`src/rtl/microseq_pkg.sv`:
```
// rtl/microseq_pkg.sv - microsequencer opcodes and microword field layout helpers
package microseq_pkg;

  localparam logic [2:0] OP_RESTART  = 3'b000;
  localparam logic [2:0] OP_CONT     = 3'b001;
  localparam logic [2:0] OP_JUMP     = 3'b010;
  localparam logic [2:0] OP_CBR      = 3'b011;
  localparam logic [2:0] OP_DISPATCH = 3'b100;
  localparam logic [2:0] OP_CDISP    = 3'b101;
  localparam logic [2:0] OP_CALL     = 3'b110;
  localparam logic [2:0] OP_RET      = 3'b111;

  // Layout MSB->LSB: OP[2:0] | INV | CSEL | TARGET | CTRL
  function automatic int uw_calc(input int aw, input int csw, input int cw_w);
    return 3 + 1 + csw + aw + cw_w;
  endfunction

  function automatic int tgt_lsb(input int cw_w);
    return cw_w;
  endfunction

  function automatic int csel_lsb(input int aw, input int cw_w);
    return aw + cw_w;
  endfunction

  function automatic int inv_bit(input int aw, input int csw, input int cw_w);
    return csw + aw + cw_w;
  endfunction

  function automatic int op_lsb(input int aw, input int csw, input int cw_w);
    return inv_bit(aw, csw, cw_w) + 1;
  endfunction

endpackage

```
`src/rtl/microseq_stack.sv`:
```
// rtl/microseq_stack.sv - micro-subroutine return-address LIFO (used when MICROSEQ_STACK_EN is defined)
module microseq_stack #(
  parameter int AW          = 8,
  parameter int STACK_DEPTH = 4
) (
  input  logic          clk,
  input  logic          resetn,
  input  logic          push,
  input  logic          pop,
  input  logic [AW-1:0] push_data,
  output logic          full,
  output logic          empty,
  output logic [AW-1:0] top
);

  localparam int PW = $clog2(STACK_DEPTH + 1);
  localparam int IW = (STACK_DEPTH > 1) ? $clog2(STACK_DEPTH) : 1;

  logic [AW-1:0] mem [STACK_DEPTH];
  logic [PW-1:0] sp;
  logic [IW-1:0] wr_idx;
  logic [IW-1:0] rd_idx;

  assign full   = (sp == PW'(STACK_DEPTH));
  assign empty  = (sp == '0);
  assign wr_idx = IW'(sp);
  assign rd_idx = IW'(sp - PW'(1));
  assign top    = mem[rd_idx];

  // Contents are deliberately left unreset; only the pointer defines validity.
  always_ff @(posedge clk) begin
    if (push && !full) begin
      mem[wr_idx] <= push_data;
    end
  end

  always_ff @(posedge clk) begin
    if (!resetn) begin
      sp <= '0;
    end else if (push && !full) begin
      sp <= sp + PW'(1);
    end else if (pop && !empty) begin
      sp <= sp - PW'(1);
    end
  end

endmodule

```
`src/rtl/microsequencer_param.sv`:
```
// rtl/microsequencer_param.sv - parametrised microprogram sequencer; CALL/RET stack enabled by MICROSEQ_STACK_EN
module microsequencer_param
  import microseq_pkg::*;
#(
  parameter int AW          = 8,
  parameter int CW_W        = 34,
  parameter int NCOND       = 8,
  parameter int STACK_DEPTH = 4,
  localparam int CSW        = $clog2(NCOND),
  localparam int UW         = uw_calc(AW, CSW, CW_W)
) (
  input  logic             CLK,
  input  logic             RST_N,
  input  logic             STALL,
  input  logic [NCOND-1:0] COND,
  input  logic [AW-1:0]    DISPATCH_ADDR,
  input  logic [UW-1:0]    UWORD,
  output logic [AW-1:0]    UADDR,
  output logic [CW_W-1:0]  CU,
  output logic [AW-1:0]    UPC,
  output logic             STK_ERR
);

  localparam int OP_LSB   = op_lsb(AW, CSW, CW_W);
  localparam int INV_BIT  = inv_bit(AW, CSW, CW_W);
  localparam int CSEL_LSB = csel_lsb(AW, CW_W);
  localparam int TGT_LSB  = tgt_lsb(CW_W);

  logic [UW-1:0]  uword_q;
  logic [AW-1:0]  upc_q;
  logic [AW-1:0]  upc_inc;
  logic [AW-1:0]  target;
  logic [2:0]     op;
  logic [CSW-1:0] csel;
  logic           inv;
  logic           cond_hit;

  assign op       = uword_q[OP_LSB +: 3];
  assign inv      = uword_q[INV_BIT];
  assign csel     = uword_q[CSEL_LSB +: CSW];
  assign target   = uword_q[TGT_LSB +: AW];
  assign cond_hit = COND[csel] ^ inv;
  assign upc_inc  = upc_q + AW'(1);

`ifdef MICROSEQ_STACK_EN
  logic          stk_push;
  logic          stk_pop;
  logic          stk_full;
  logic          stk_empty;
  logic          stk_err_q;
  logic [AW-1:0] stk_top;

  // Stack only moves on cycles where the current microword is actually retired.
  assign stk_push = RST_N && !STALL && (op == OP_CALL);
  assign stk_pop  = RST_N && !STALL && (op == OP_RET);

  microseq_stack #(
    .AW          (AW),
    .STACK_DEPTH (STACK_DEPTH)
  ) u_stack (
    .clk       (CLK),
    .resetn    (RST_N),
    .push      (stk_push),
    .pop       (stk_pop),
    .push_data (upc_inc),
    .full      (stk_full),
    .empty     (stk_empty),
    .top       (stk_top)
  );

  always_ff @(posedge CLK) begin
    if (!RST_N) begin
      stk_err_q <= 1'b0;
    end else if ((stk_push && stk_full) || (stk_pop && stk_empty)) begin
      stk_err_q <= 1'b1;
    end
  end

  assign STK_ERR = stk_err_q;
`else
  logic unused_stack_depth;
  assign unused_stack_depth = ^32'(STACK_DEPTH);
  assign STK_ERR = 1'b0;
`endif

  always_comb begin
    UADDR = '0;
    case (op)
      OP_RESTART:  UADDR = '0;
      OP_CONT:     UADDR = upc_inc;
      OP_JUMP:     UADDR = target;
      OP_CBR:      UADDR = cond_hit ? target : upc_inc;
      OP_DISPATCH: UADDR = DISPATCH_ADDR;
      OP_CDISP:    UADDR = cond_hit ? DISPATCH_ADDR : upc_inc;
      OP_CALL:     UADDR = target;
`ifdef MICROSEQ_STACK_EN
      OP_RET:      UADDR = stk_empty ? '0 : stk_top;
`else
      OP_RET:      UADDR = '0;
`endif
      default:     UADDR = '0;
    endcase
  end

  // An all-zero word decodes as RESTART, so reset naturally fetches ROM[0] next.
  always_ff @(posedge CLK) begin
    if (!RST_N) begin
      uword_q <= '0;
      upc_q   <= '0;
    end else if (!STALL) begin
      uword_q <= UWORD;
      upc_q   <= UADDR;
    end
  end

  assign CU  = uword_q[CW_W-1:0];
  assign UPC = upc_q;

endmodule

```
`config.mk`:
```
export PLATFORM = sky130hd
export DESIGN_NAME = microsequencer_param
export DESIGN_NICKNAME = d
export VERILOG_FILES = /design/src/rtl/microseq_pkg.sv /design/src/rtl/microseq_stack.sv /design/src/rtl/microsequencer_param.sv
export SDC_FILE = /design/constraint.sdc
export NUM_CORES = 1
export LEC_CHECK = 0
export BUFFER_PORTS_ARGS = -buffer_cell sky130_fd_sc_hd__buf_4
export CAP_MARGIN = 40
export CELL_PAD_IN_SITES_DETAIL_PLACEMENT = 1
export CELL_PAD_IN_SITES_GLOBAL_PLACEMENT = 2
export CORE_ASPECT_RATIO = 0.6
export CORE_MARGIN = 5
export CORE_UTILIZATION = 29
export DETAILED_ROUTE_END_ITERATION = 10
export GPL_TIMING_DRIVEN = 0
export PLACE_DENSITY_LB_ADDON = 0.1
export REMOVE_ABC_BUFFERS = 1
export SKIP_LAST_GASP = 1
export SLEW_MARGIN = 25
export SYNTH_ARGS = -nofsm -noshare
export SYNTH_HDL_FRONTEND = slang
export SYNTH_SLANG_ARGS = --single-unit
export TNS_END_PERCENT = 1
```
`constraint.sdc`:
```
create_clock -name CLK -period 2.5 [get_ports CLK]
set_input_delay 0.375 -clock CLK [delete_from_list [all_inputs] [get_ports CLK]]
set_output_delay 0.375 -clock CLK [all_outputs]
set_load 0.03 [all_outputs]
```
# ---- After elaboration in Yosys (flattened, before gate mapping)
# Cells that the tools add are included.
dict set report word_totals {
  reg_bits 57
  in_bits 68
  out_inout_bits 51
}
dict set report op_classes {
  add_sub_neg 1
  order_cmp 1
  n_eq_ne 7
  mux 5
  bitwise_logic 1
  n_reduce_logical 3
}
# op n
set op_table {}
lappend op_table {{8-bit one-hot mux with 6 select lines} 1}
lappend op_table {{8-bit 2-to-1 mux} 2}
lappend op_table {{3-bit equality test, second input constant} 4}
lappend op_table {{8-bit by 1-bit adder with 8-bit output, second input constant} 1}
lappend op_table {{3-bit by 2-bit equality test with 1-bit output, second input constant} 2}
lappend op_table {{3-bit by 4-bit less-than comparator with 1-bit output, second input constant} 1}
lappend op_table {{2-bit OR reduction} 2}
lappend op_table {{1-bit binary-select mux with 3-bit select} 1}
lappend op_table {{3-bit by 1-bit equality test with 1-bit output, second input constant} 1}
lappend op_table {{3-bit zero test} 1}
lappend op_table {{1-bit 2-to-1 mux} 1}
lappend op_table {{1-bit bitwise XOR} 1}

# ---- Depth between registers and ports, before layout
# Gate-level depths: netlist of run 1.
dict set report depth {
  depth_word 5
  ltp_mapped 7
  mapped_depth_nobuf 6
}

# ---- Least setup slack after synthesis of run 1
# OpenSTA, ideal clock, no wires.
dict set report synth_timing {
  path_type {register to output}
  from {register uword_q[43]}
  to {output UADDR[2]}
  t_arrival_ns 2.011
  required_time_ns 2.125
  path_slack_ns 0.114
  path_stages_with_launch 8
  path_cell_list {dfxtp_1 > buf_6 > mux2i_1 > a22o_2 > or3_4 > a2bb2oi_1 > nor3_1 > a21oi_1}
}
dict set report synth_via {
  elab_chain_cells 5
  elab_cells_between_ends 6
  classes_between {mux (5); bitwise (1)}
}
# item line
set synth_rtl {}
lappend synth_rtl {{from (decl)} microsequencer_param.sv:29} ;# logic [UW-1:0] uword_q;
lappend synth_rtl {{from (signal assigned)} microsequencer_param.sv:108} ;# uword_q <= '0;
lappend synth_rtl {{from (signal assigned)} microsequencer_param.sv:111} ;# uword_q <= UWORD;
lappend synth_rtl {{1-bit binary-select mux with 3-bit select *} microsequencer_param.sv:42} ;# assign cond_hit = COND[csel] ^ inv;
lappend synth_rtl {{1-bit 2-to-1 mux (not written as such) *} microsequencer_param.sv:42}
lappend synth_rtl {{1-bit bitwise XOR *} microsequencer_param.sv:42}
lappend synth_rtl {{8-bit 2-to-1 mux, on equally long branches} {microsequencer_param.sv:94, microsequencer_param.sv:92}}
lappend synth_rtl {{8-bit one-hot mux with 6 select lines *} microsequencer_param.sv:88} ;# case (op)
lappend synth_rtl {{to (decl)} microsequencer_param.sv:18} ;# output logic [AW-1:0] UADDR,
# Mark *: on every way between the ends. The rest lies on a longest branch, timed or not. The select of a mux whose other input is x is not followed.

# ---- Worst setup path in the final report of run 1
dict set report layout_timing {
  from {register uword_q[43]}
  to {output UADDR[5]}
}
# The elaborated chain is that of the path after synthesis.

==> results of run 1 <==
critical path, stage by stage (launching register included):
cell and delay, ns:
dfxtp_4 0.39, mux2_4 0.33, o22ai_4 0.34, or3_4 0.25
a311oi_4 0.10, buf_6 0.17, a211oi_4 0.27, nand2_1 0.11
buf_6 0.15
power groups by stage:
stage               Combinational, mW  Clock (mW)  Sequential (mW)
floorplan                       0.217           0             1.11
global placement                0.529           0             1.04
detailed placement              0.541           0             1.04
CTS                             0.570        1.34             1.02
global route                    0.627        1.38             1.04
finish                          0.583        1.30             1.03
cell type report:
class                   count  area (um^2)  share of cell area (%)
multi-input cells         226         1782                   40.00
flip-flops and latches     57         1147                   25.76
repair buffers            130         1015                   22.78
clock buffers              10        229.0                   5.140
well taps                 139        173.9                   3.905
clock inverters             5        81.33                   1.826
inverters                   7        26.28                  0.5899
per-layer routing:
metal / share of wire [%] / GRT usage (%) / up-vias
met5: 0 / 0 / -
met4: 0.78 / 3.318 / 0
met3: 9.0 / 8.308 / 6
met2: 43 / 21.41 / 76
met1: 47 / 18.34 / 1295
li1: - / - / 1353
logic make-up after synthesis:
family / after synthesis / share of synthesized area, %
xor gates and xnor gates: 6 / 1.635
muxes: 53 / 16.70
and+or+nand+nor: 118 / 20.94
DFF: 57 / 35.50
other: 1 / 0.1167
buffers and inverters: 62 / 12.61
AOI/OAI and AO/OA: 47 / 12.11
adders and majority gates: 1 / 0.3892
worst max-delay path by stage:
stage / slack, ns / endpoint
floorplan: 0.12 / UADDR[2]
global placement: -0.30 / UADDR[4]
detailed placement: -0.34 / UADDR[3]
CTS: -0.25 / UADDR[3]
global route: -0.37 / UADDR[5]
finish: -0.30 / UADDR[5]
placed cells by master (no fill, tap or decap), types with 2 or more instances in the layout:
master,instances
nor3b_1,2
dfxtp_1,54
nor2b_1,50
clkbuf_16,9
dfxtp_2,2
bufinv_16,2
nor2_1,12
nand3b_1,2
buf_4,122
a41oi_1,5
mux2_4,2
xnor2_1,4
a22oi_1,2
a211oi_1,2
xor2_1,2
nor3_1,5
mux2i_1,50
buf_6,7
nor4b_1,2
and3_1,4
o21ai_0,6
nand4_1,2
inv_1,7
nand3_2,2
o31ai_1,2
nand3_1,15
nand2_1,13
o211ai_1,7
stage by stage:
| step | setup slack (ns) | utilization [%] | setup TNS (ns) | area, um^2 | hold WS, ns |
|---|---|---|---|---|---|
| 6_report | -0.3014 | 41.61 | -2.128 | 4454 | 0.3007 |
| 5_1_grt | -0.3735 | 41.61 | -3.005 | 4454 | 0.2907 |
| 4_1_cts | -0.2490 | 40.90 | -2.079 | 4378 | 0.2870 |
| 3_5_place_dp | -0.3397 | 36.50 | -1.955 | 3908 | 0.5098 |
| 3_3_place_gp | -0.3010 | 36.32 | -1.630 | 3887 | 0.4980 |
| 2_1_floorplan | 0.1151 | - | 0 | 2835 | 0.4856 |
cell usage after synthesis (all sizes together), types with 4 or more instances:
cell type	instances
a211oi	4
and3	4
dfxtp	57
o211ai	7
a41oi	5
mux2i	51
nand2	13
xnor2	4
buf	43
o21ai	7
nor3	6
nand3	17
nor2b	51
clkbuf	11
nor2	12
inv	7
sequential cells by signal, indices dropped and copies added (netlist names):
register  cells
UPC           8
uword_q      49
what timing repair did:
action,4_1_cts,5_1_grt
pin swaps,8,6
resized for setup,19,14
setup endpoints to repair,9,9
hold buffers,0,0
cloned,0,0
setup buffers,10,2
==> flow_metrics.tcl, run 1 <==
set metrics [dict create \
    status "finished, violations left" \
    violations "negative setup slack" \
    ys.flop_type "dfxtp_1" \
    antenna_violations_before_repair 0 \
    fp.coreArea_mm2 0.01070 \
    finalSetupViolCount 9 \
    routed-via-count 2730 \
    globalplace.congestion 0.7480 \
    seq_area_frac_synth_pct 35.50 \
    timing.final.max_slew_violations 0 \
    p_switching_mw 0.8016 \
    via_count_of_the_first_global_routing_pass 2911 \
    post-route-worst-setup-slack_ns -0.3014 \
    clkSlewWorstSetupHoldPaths_ns 0.05 \
    critical_path.startpoint "uword_q[43]" \
    hold_path_end "uword_q[26]" \
    yosys_warnings 0 \
    chipWidth_um 145.9 \
    postSynthRegisterBits 57 \
    syn_area_per_cell_um2 9.317 \
    route.detailed.wl_per_inst_um 16.71 \
    holdCritStartpoint "UWORD[26]" \
    async_reset_ff_share_pct 0 \
    grt_overflow_total 0 \
    netlist_area_mm2 0.003214 \
    global_route_wire_length_before_repair_mm 15.48 \
    pwr-share-seq_pct 35.3 \
    detailed_place_hpwl_mm 6.819 \
    startpoint_type "flip-flop" \
    clock_power_share_pct 44.6 \
    p_leak_nw 1.958 \
    r2r_slack_ns -0.21 \
    numClockSinks 57 \
    wirelength_mm 9.590 \
    io-pin-count 119 \
    placement_rows 29 \
    total_power_consumption_of_the_routed_design_mw 2.905 \
    critPathCaptureType "output port" \
    die_area_mm2 0.01336 \
    cp_data_required_time_ns 2.12 \
    synth_top_area_cell "dfxtp_1" \
    drive_above_1_share_pct 39.31 \
    clk_latency_ns 0.33 \
    setup_repair_after_global_routing_missed_its_margin "true" \
    initial_utilization_pct 30.03 \
    worst_hold_path.num_cells 3 \
    synthToLayoutAreaGrowth_pct 38.58 \
    detail_route.iter0.violations 72 \
    cts.htree.levels 3 \
    cellInternalPower_mw 2.104 \
    grt_start_max_net_pins 61 \
    yosys.cell_types.count 55 \
    crit-reg2reg-launch "uword_q[43]" \
    route.antenna.remaining_nets 0 \
    timing.slew.headroom_pct 57.77 \
    finalHoldViolCount 0 \
    grt_use_total_pct 14.50 \
    cts_buffer_count 9 \
    fillCellCount 1228 \
    critPathMaxFanout 6 \
    synthesis.instances 345 \
    clk_root_buffer_cell "clkbuf_16" \
    vdd_ir_drop_max_v 0.0002954 \
    netlist.area_leader.share_pct 35.50 \
    worst_hold_path_type "primary input to flip-flop" \
    cp_data_arrival_time_ns 2.43 \
    clk_skew_ns 0.007306 \
    final.period_utilization_pct 112.1 \
    first_pass_iteration_count_of_the_detailed_router 4 \
    die_height_um 91.55 \
    dp_cells 547 \
    rr_worst_depth 12 \
    final-instance-count-excl-fill 574 \
    insertedDiodeCount 0 \
    worst-slew-pin-transition_ns 0.6247 \
    ratio_of_total_power_to_cell_area_mw_per_mm2 652.2 \
    numnets_final 500 \
    remaining_drc_errors 0 \
    finalCriticalPeriod_ns 2.801 \
    drv_cap 0 \
    viasPerCell 4.756 \
    post_synth_main_area_contributors "dfxtp_1, mux2i_1, nor2b_1" \
    worst_r2r_endpoint "UPC[3]" \
    placement.io_buffers 117 \
    swShare_pct 27.59 \
    tritoncts "yes" \
    maxClockFrequency_ghz 0.3570 \
    comb_power_share_pct 20.1 \
    clock_path_buffers 2 \
    critPathKind "flip-flop to output port" \
    number_of_enable_flip_flop_cells_after_synthesis 0 \
]
Power figures use the tool's default switching activity.
==> inputs of run 2 (changes only) <==
--- a/config.mk
+++ b/config.mk
@@ -5,13 +5,14 @@
 export SDC_FILE = /design/constraint.sdc
 export NUM_CORES = 1
 export LEC_CHECK = 0
+export ABC_AREA = 1
 export BUFFER_PORTS_ARGS = -buffer_cell sky130_fd_sc_hd__buf_4
 export CAP_MARGIN = 40
 export CELL_PAD_IN_SITES_DETAIL_PLACEMENT = 1
 export CELL_PAD_IN_SITES_GLOBAL_PLACEMENT = 2
 export CORE_ASPECT_RATIO = 0.6
-export CORE_MARGIN = 5
-export CORE_UTILIZATION = 29
+export CORE_UTILIZATION = 25
+export CTS_CLUSTER_SIZE = 8
 export DETAILED_ROUTE_END_ITERATION = 10
 export GPL_TIMING_DRIVEN = 0
 export PLACE_DENSITY_LB_ADDON = 0.1
==> run 2 against run 1 <==
Against the previous run: the run now ends clean; register-to-register slack better by 1.0 ns; worst hold slack worse by 0.014 ns; cell count is 14% higher; largest power group unchanged; via count is 4.9% higher; global-route usage is 1.3 points higher.
==> flow_metrics.tcl, run 2 <==
set metrics [dict create \
    status "complete, no violations" \
    seq_area_frac_synth_pct 39.33 \
    globalplace.congestion 0.7807 \
    detailed_place_hpwl_mm 6.224 \
    rr_worst_depth 14 \
    synth-compound-area-share_pct 15.91 \
    die_area_mm2 0.01206 \
    max_stage_delay_on_crit_path_ns 0.39 \
    netlist_area_mm2 0.002902 \
    timing.critical_path.buf_inv 3 \
    netlist.area_leader.share_pct 39.33 \
    clkSlewWorstSetupHoldPaths_ns 0.06 \
    startpoint_type "flip-flop" \
    synth_top_family_by_area "simple AND/OR/NAND/NOR gates" \
    post-route-util_pct 35.08 \
    most-common-layout-cells "buf_4, nor2_1, dfxtp_1, o21ai_0, nand2_1" \
    timing.slew.headroom_pct 58.90 \
    grt_start_max_net_pins 60 \
    synth_top_area_cell "dfxtp_1" \
    worst-slew-pin-transition_ns 0.6165 \
    clk_skew_ns 0.005211 \
    ratio_of_total_power_to_cell_area_mw_per_mm2 716.1 \
    post_synth_main_area_contributors "dfxtp_1, nor2_1, o21ai_0" \
    first_pass_iteration_count_of_the_detailed_router 4 \
    finalHoldViolCount 0 \
    cp_num_cells 10 \
    routed-via-count 2863 \
    cp_slowest_cell "dfxtp_1" \
    io-pin-count 119 \
    cts_buffer_count 9 \
    syn_area_per_cell_um2 6.975 \
    most_frequent_cell_after_synthesis "nor2_1" \
    global_route_wire_length_before_repair_mm 14.64 \
    drv_cap 0 \
    number_of_enable_flip_flop_cells_after_synthesis 0 \
    drive_above_1_share_pct 32.32 \
    numClockSinks 57 \
    numnets_final 559 \
    via_count_of_the_first_global_routing_pass 2937 \
    hold-worst-slack_ns 0.2870 \
    chipWidth_um 141.1 \
    route.antenna.remaining_nets 0 \
    placement_rows 30 \
    grt_use_total_pct 15.79 \
    finalSetupViolCount 0 \
    yosys_warnings 0 \
    top_register "uword_q" \
    wirelength_mm 9.042 \
    synthAdderAreaFrac_pct 0.4312 \
    initial_utilization_pct 25.68 \
    total_power_consumption_of_the_routed_design_mw 2.838 \
    worstPathCellList "inv_1, nand2_1, nor2_2, a221oi_1, nand2_1, nor2_1, nand2_1, nand2_1, inv_1, buf_4" \
    grt_overflow_total 0 \
    yosys.cell_types.count 31 \
    vdd_ir_drop_max_v 0.0003547 \
    tritoncts "yes" \
    timing.final.max_slew_violations 0 \
    clk_root_buffer_cell "clkbuf_16" \
    final-instance-count-excl-fill 655 \
    clk_latency_ns 0.32 \
    cts.htree.levels 3 \
    placement.setup.worst_slack_ns 0.3406 \
    detailed_place.area_mm2 0.003640 \
    worst_hold_path_type "primary input to flip-flop" \
    fillCellCount 1393 \
    post_synth_and_or_nand_nor_area_fraction_pct 27.04 \
    antenna_violations_before_repair 0 \
    die_height_um 85.45 \
    maxClockFrequency_ghz 0.4169 \
    remaining_drc_errors 0 \
    critPathMaxFanout 6 \
    postSynthRegisterBits 57 \
    cp_data_arrival_time_ns 2.02 \
    insertedDiodeCount 0 \
    critPathKind "flip-flop to output port" \
    final.period_utilization_pct 95.95 \
    largest_register_ffs 49 \
    route.detailed.wl_per_inst_um 13.80 \
    dp_cells 639 \
    detail_route.iter0.violations 111 \
    fp.coreArea_mm2 0.01130 \
    timing.critical_path.max_delay_family "simple AND/OR/NAND/NOR gates" \
    finalCriticalPeriod_ns 2.399 \
    viasPerCell 4.371 \
    placement.io_buffers 117 \
    post-route-worst-setup-slack_ns 0.1013 \
    worst_hold_path.num_cells 3 \
    fin_area_mm2 0.003964 \
    totalNegativeSetupSlack_ns 0 \
    synthToLayoutAreaGrowth_pct 36.61 \
    ys.flop_type "dfxtp_1" \
    async_reset_ff_share_pct 0 \
    synthesis.instances 416 \
    timing.critical_path.mode_cell "nand2_1" \
    p_leak_nw 1.908 \
    clock_path_buffers 2 \
    synth.area.mux_share_pct 0 \
    cp_data_required_time_ns 2.12 \
    cts.repair_timing.setup_buffer_count 0 \
    synth_xor_area_share_pct 1.207 \
    critPathCaptureType "output port" \
    setup_repair_after_global_routing_missed_its_margin "true" \
    synth_commonest_cells "nor2_1, dfxtp_1, o21ai_0" \
    final_common_cell "buf_4" \
]
[run 2: cell types whose count changed after synthesis, moves of 7 or more]
cell / change
nor2_1: +86
mux2i_1: -51
nor2b_1: -51
o21ai_0: +50
nand2_1: +31
inv_1: +19
a21oi_1: +10
nand3_1: +8
clkbuf_1: +7
[run 2: worst min-delay path, stage by stage]
cell and delay, ns:
buf_4 0.07, o21ai_0 0.06, nor2_1 0.07
[run 2: where the power goes]
group          leakage, nW  switching (mW)  internal [mW]
Combinational         1.29           0.358          0.227
Clock                0.142           0.440          0.795
Sequential           0.474          0.0445          0.975
[run 2: layout make-up]
type / instances / area [um^2] / share of cell area (%)
clock buffers: 11 / 242.7 / 6.124
repair buffers: 117 / 878.3 / 22.16
well taps: 160 / 200.2 / 5.051
multi-input cells: 273 / 1323 / 33.36
clock inverters: 5 / 55.05 / 1.389
inverters: 32 / 122.6 / 3.093
flip-flops and latches: 57 / 1142 / 28.82
[run 2: metal layers]
metal	wire length (um)	track usage, %	vias up
li1	-	-	1455
met2	3788	24.21	83
met5	0	0	-
met3	666	6.095	8
met4	83	4.644	0
met1	4504	20.46	1317
[run 2: what timing repair did]
item | CTS | global route
hold buffers | 0 | 0
endpoints found under the setup margin | 2 | 8
gates resized for setup | 1 | 7
[run 2: path summary, 6_finish.rpt]
check | start | to | slack, ns
hold / removal | UWORD[40] | uword_q[40] | 0.29
setup reg to reg | uword_q[42] | UPC[6] | 0.79
hold reg to reg | uword_q[24] | uword_q[24] | 0.48
setup / recovery | uword_q[47] | UADDR[2] | 0.10
[run 2: kinds of logic after synthesis]
group           count (synthesis)
buf+inv                        86
xor+xnor                        4
other cells                     1
flops                          57
fa+ha+maj                       1
compound gates                 84
simple gates                  183
==> inputs of run 3 (changes only) <==
--- a/config.mk
+++ b/config.mk
@@ -5,13 +5,12 @@
 export SDC_FILE = /design/constraint.sdc
 export NUM_CORES = 1
 export LEC_CHECK = 0
-export ABC_AREA = 1
 export BUFFER_PORTS_ARGS = -buffer_cell sky130_fd_sc_hd__buf_4
 export CAP_MARGIN = 40
 export CELL_PAD_IN_SITES_DETAIL_PLACEMENT = 1
 export CELL_PAD_IN_SITES_GLOBAL_PLACEMENT = 2
 export CORE_ASPECT_RATIO = 0.6
-export CORE_UTILIZATION = 25
+export CORE_UTILIZATION = 29
 export CTS_CLUSTER_SIZE = 8
 export DETAILED_ROUTE_END_ITERATION = 10
 export GPL_TIMING_DRIVEN = 0
==> run 3 against run 2 <==
Against the previous run: the run now ends with negative setup slack left; wire length decreased by 1.6%; critical path depth decreased by 2; clock-buffer cell count decreased by 1; worst hold slack improved by 0.015 ns; clock power about the same; clock skew decreased by 0.00079 ns; cell count decreased by 13%; combinational power about the same; die area decreased by 4.4%; total power decreased by 0.18%; flip-flop and latch count unchanged; via count decreased by 5.3%; critical endpoint is now UADDR[4].
==> flow_metrics.tcl, run 3 (synthesis gave the netlist of run 1 again) <==
set metrics [dict create \
    placement.setup.worst_slack_ns -0.2704 \
    remaining_drc_errors 0 \
    finalHoldViolCount 0 \
    cts.htree.levels 3 \
    cts_buffer_count 9 \
    worst-slew-pin-transition_ns 0.5147 \
    postCtsHoldBufs 0 \
    ratio_of_total_power_to_cell_area_mw_per_mm2 642.0 \
    routed-via-count 2711 \
    setup_repair_after_global_routing_missed_its_margin "true" \
    drv_cap 0 \
    die_height_um 83.55 \
    placement_rows 29 \
    die_area_mm2 0.01152 \
    maxClockFrequency_ghz 0.3629 \
    clk_skew_ns 0.004421 \
    grt_use_total_pct 16.11 \
    initial_utilization_pct 30.13 \
    critPathKind "flip-flop to output port" \
    violations "negative setup slack" \
    cp_data_required_time_ns 2.12 \
    totalNegativeSetupSlack_ns -1.759 \
    insertedDiodeCount 0 \
    placement.io_buffers 117 \
    startpoint_type "flip-flop" \
    largest_register_ffs 49 \
    finalSetupViolCount 8 \
    max_stage_delay_on_crit_path_ns 0.41 \
    fp.coreArea_mm2 0.01067 \
    drive_above_1_share_pct 39.44 \
    timing.final.max_slew_violations 0 \
    worst_hold_path_type "primary input to flip-flop" \
    most-common-layout-cells "buf_4, dfxtp_1, nor2b_1" \
    synthToLayoutAreaGrowth_pct 37.29 \
    cp_data_arrival_time_ns 2.38 \
    detailed_place_hpwl_mm 6.271 \
    grt_start_max_net_pins 61 \
    cp_slowest_cell "or3_4" \
    route.detailed.wl_per_inst_um 15.61 \
    detail_route.iter0.violations 64 \
    final_common_cell "buf_4" \
    clk_root_buffer_cell "clkbuf_16" \
    numClockSinks 57 \
    vdd_ir_drop_max_v 0.0003083 \
    antenna_violations_before_repair 0 \
    timing.critical_path.mode_cell "buf_6" \
    grt_overflow_total 0 \
    finalCriticalPeriod_ns 2.755 \
    first_pass_iteration_count_of_the_detailed_router 4 \
    critPathCaptureType "output port" \
    numnets_final 496 \
    clkSlewWorstSetupHoldPaths_ns 0.05 \
    status "finished, violations left" \
    top_register "uword_q" \
    route.antenna.remaining_nets 0 \
    post-route-worst-setup-slack_ns -0.2553 \
    chipWidth_um 137.9 \
    viasPerCell 4.756 \
    io-pin-count 119 \
    clock_path_buffers 2 \
    dp_cells 547 \
    worstPathCellList "mux2i_2, a22o_4, or3_4, a311oi_4, buf_6, nand2_1, nand3_1, buf_6" \
    final-instance-count-excl-fill 570 \
    p_leak_nw 1.967 \
    via_count_of_the_first_global_routing_pass 2768 \
    global_route_wire_length_before_repair_mm 14.26 \
    final.period_utilization_pct 110.2 \
    timing.slew.headroom_pct 65.21 \
    critPathMaxFanout 5 \
    wirelength_mm 8.897 \
    clk_latency_ns 0.33 \
    hold-worst-slack_ns 0.3023 \
    globalplace.congestion 0.7123 \
    tritoncts "yes" \
]
run 3: changes by cell type in the layout (fill, tap and decap cells not counted), sizes merged, moves of 5 or more:
| cell | before | now |
|---|---|---|
| nor2 | 101 | 12 |
| o21ai | 59 | 7 |
| a21oi | 15 | 3 |
| nand2 | 49 | 13 |
| o211ai | 1 | 7 |
| a221oi | 5 | 0 |
| nor2b | 0 | 51 |
| a41oi | 0 | 5 |
| mux2i | 0 | 51 |
| nor3 | 0 | 6 |
| buf | 117 | 126 |
| inv | 32 | 7 |
| nand3 | 29 | 17 |
run 3: per-layer routing:
layer,up-vias,share of wire [%],GRT usage (%)
met3,8,9.6,8.257
met4,0,0.85,4.150
met1,1286,48,21.33
li1,1339,-,-
met5,-,0,0
met2,78,42,22.68
run 3: critical path, delay by kind of cell (launching register included):
kind	cells	cell delay, ns
muxes	1	0.17
DFF	1	0.37
AOI/OAI and AO/OA	2	0.62
buffers and inverters	2	0.32
and+or+nand+nor	3	0.57
run 3: final timing paths:
path	to	from	cells after the start	slack, ns
hold reg to reg	uword_q[14]	uword_q[14]	2	0.52
setup reg to reg	UPC[7]	uword_q[43]	7	0.41
setup / recovery	UADDR[4]	uword_q[43]	8	-0.26
hold / removal	uword_q[18]	UWORD[18]	3	0.30
run 3: stage by stage:
stage	utilization [%]	power (mW)	instance area [um^2]
6_report	41.37	2.833	4413
4_1_cts	40.55	2.863	4325
2_1_floorplan	-	1.322	2835
3_5_place_dp	36.70	1.578	3915
5_1_grt	41.37	2.961	4413
3_3_place_gp	36.44	1.564	3887
run 3: power by group:
part	internal (mW)	switching, mW	total [mW]	leakage, nW
clock	0.790	0.437	1.23	0.144
sequential	0.965	0.0589	1.02	0.472
combinational	0.279	0.304	0.583	1.35
total	2.03	0.800	2.83	1.97
run 3: area by class of cell:
cell class | instances | area [um^2]
well taps | 139 | 173.9
multi-input cells | 226 | 1764
clock buffers | 10 | 239.0
fillers | 1248 | 6255
clock inverters | 5 | 56.30
repair buffers | 126 | 1005
flip-flops and latches | 57 | 1149
inverters | 7 | 26.28
run 3: timing repair:
action | CTS | global route
buffers inserted | 4 | 4
gates resized for setup | 17 | 15
pin swaps | 6 | 4
setup endpoints to repair | 8 | 8
endpoints found under the hold margin | 0 | 0
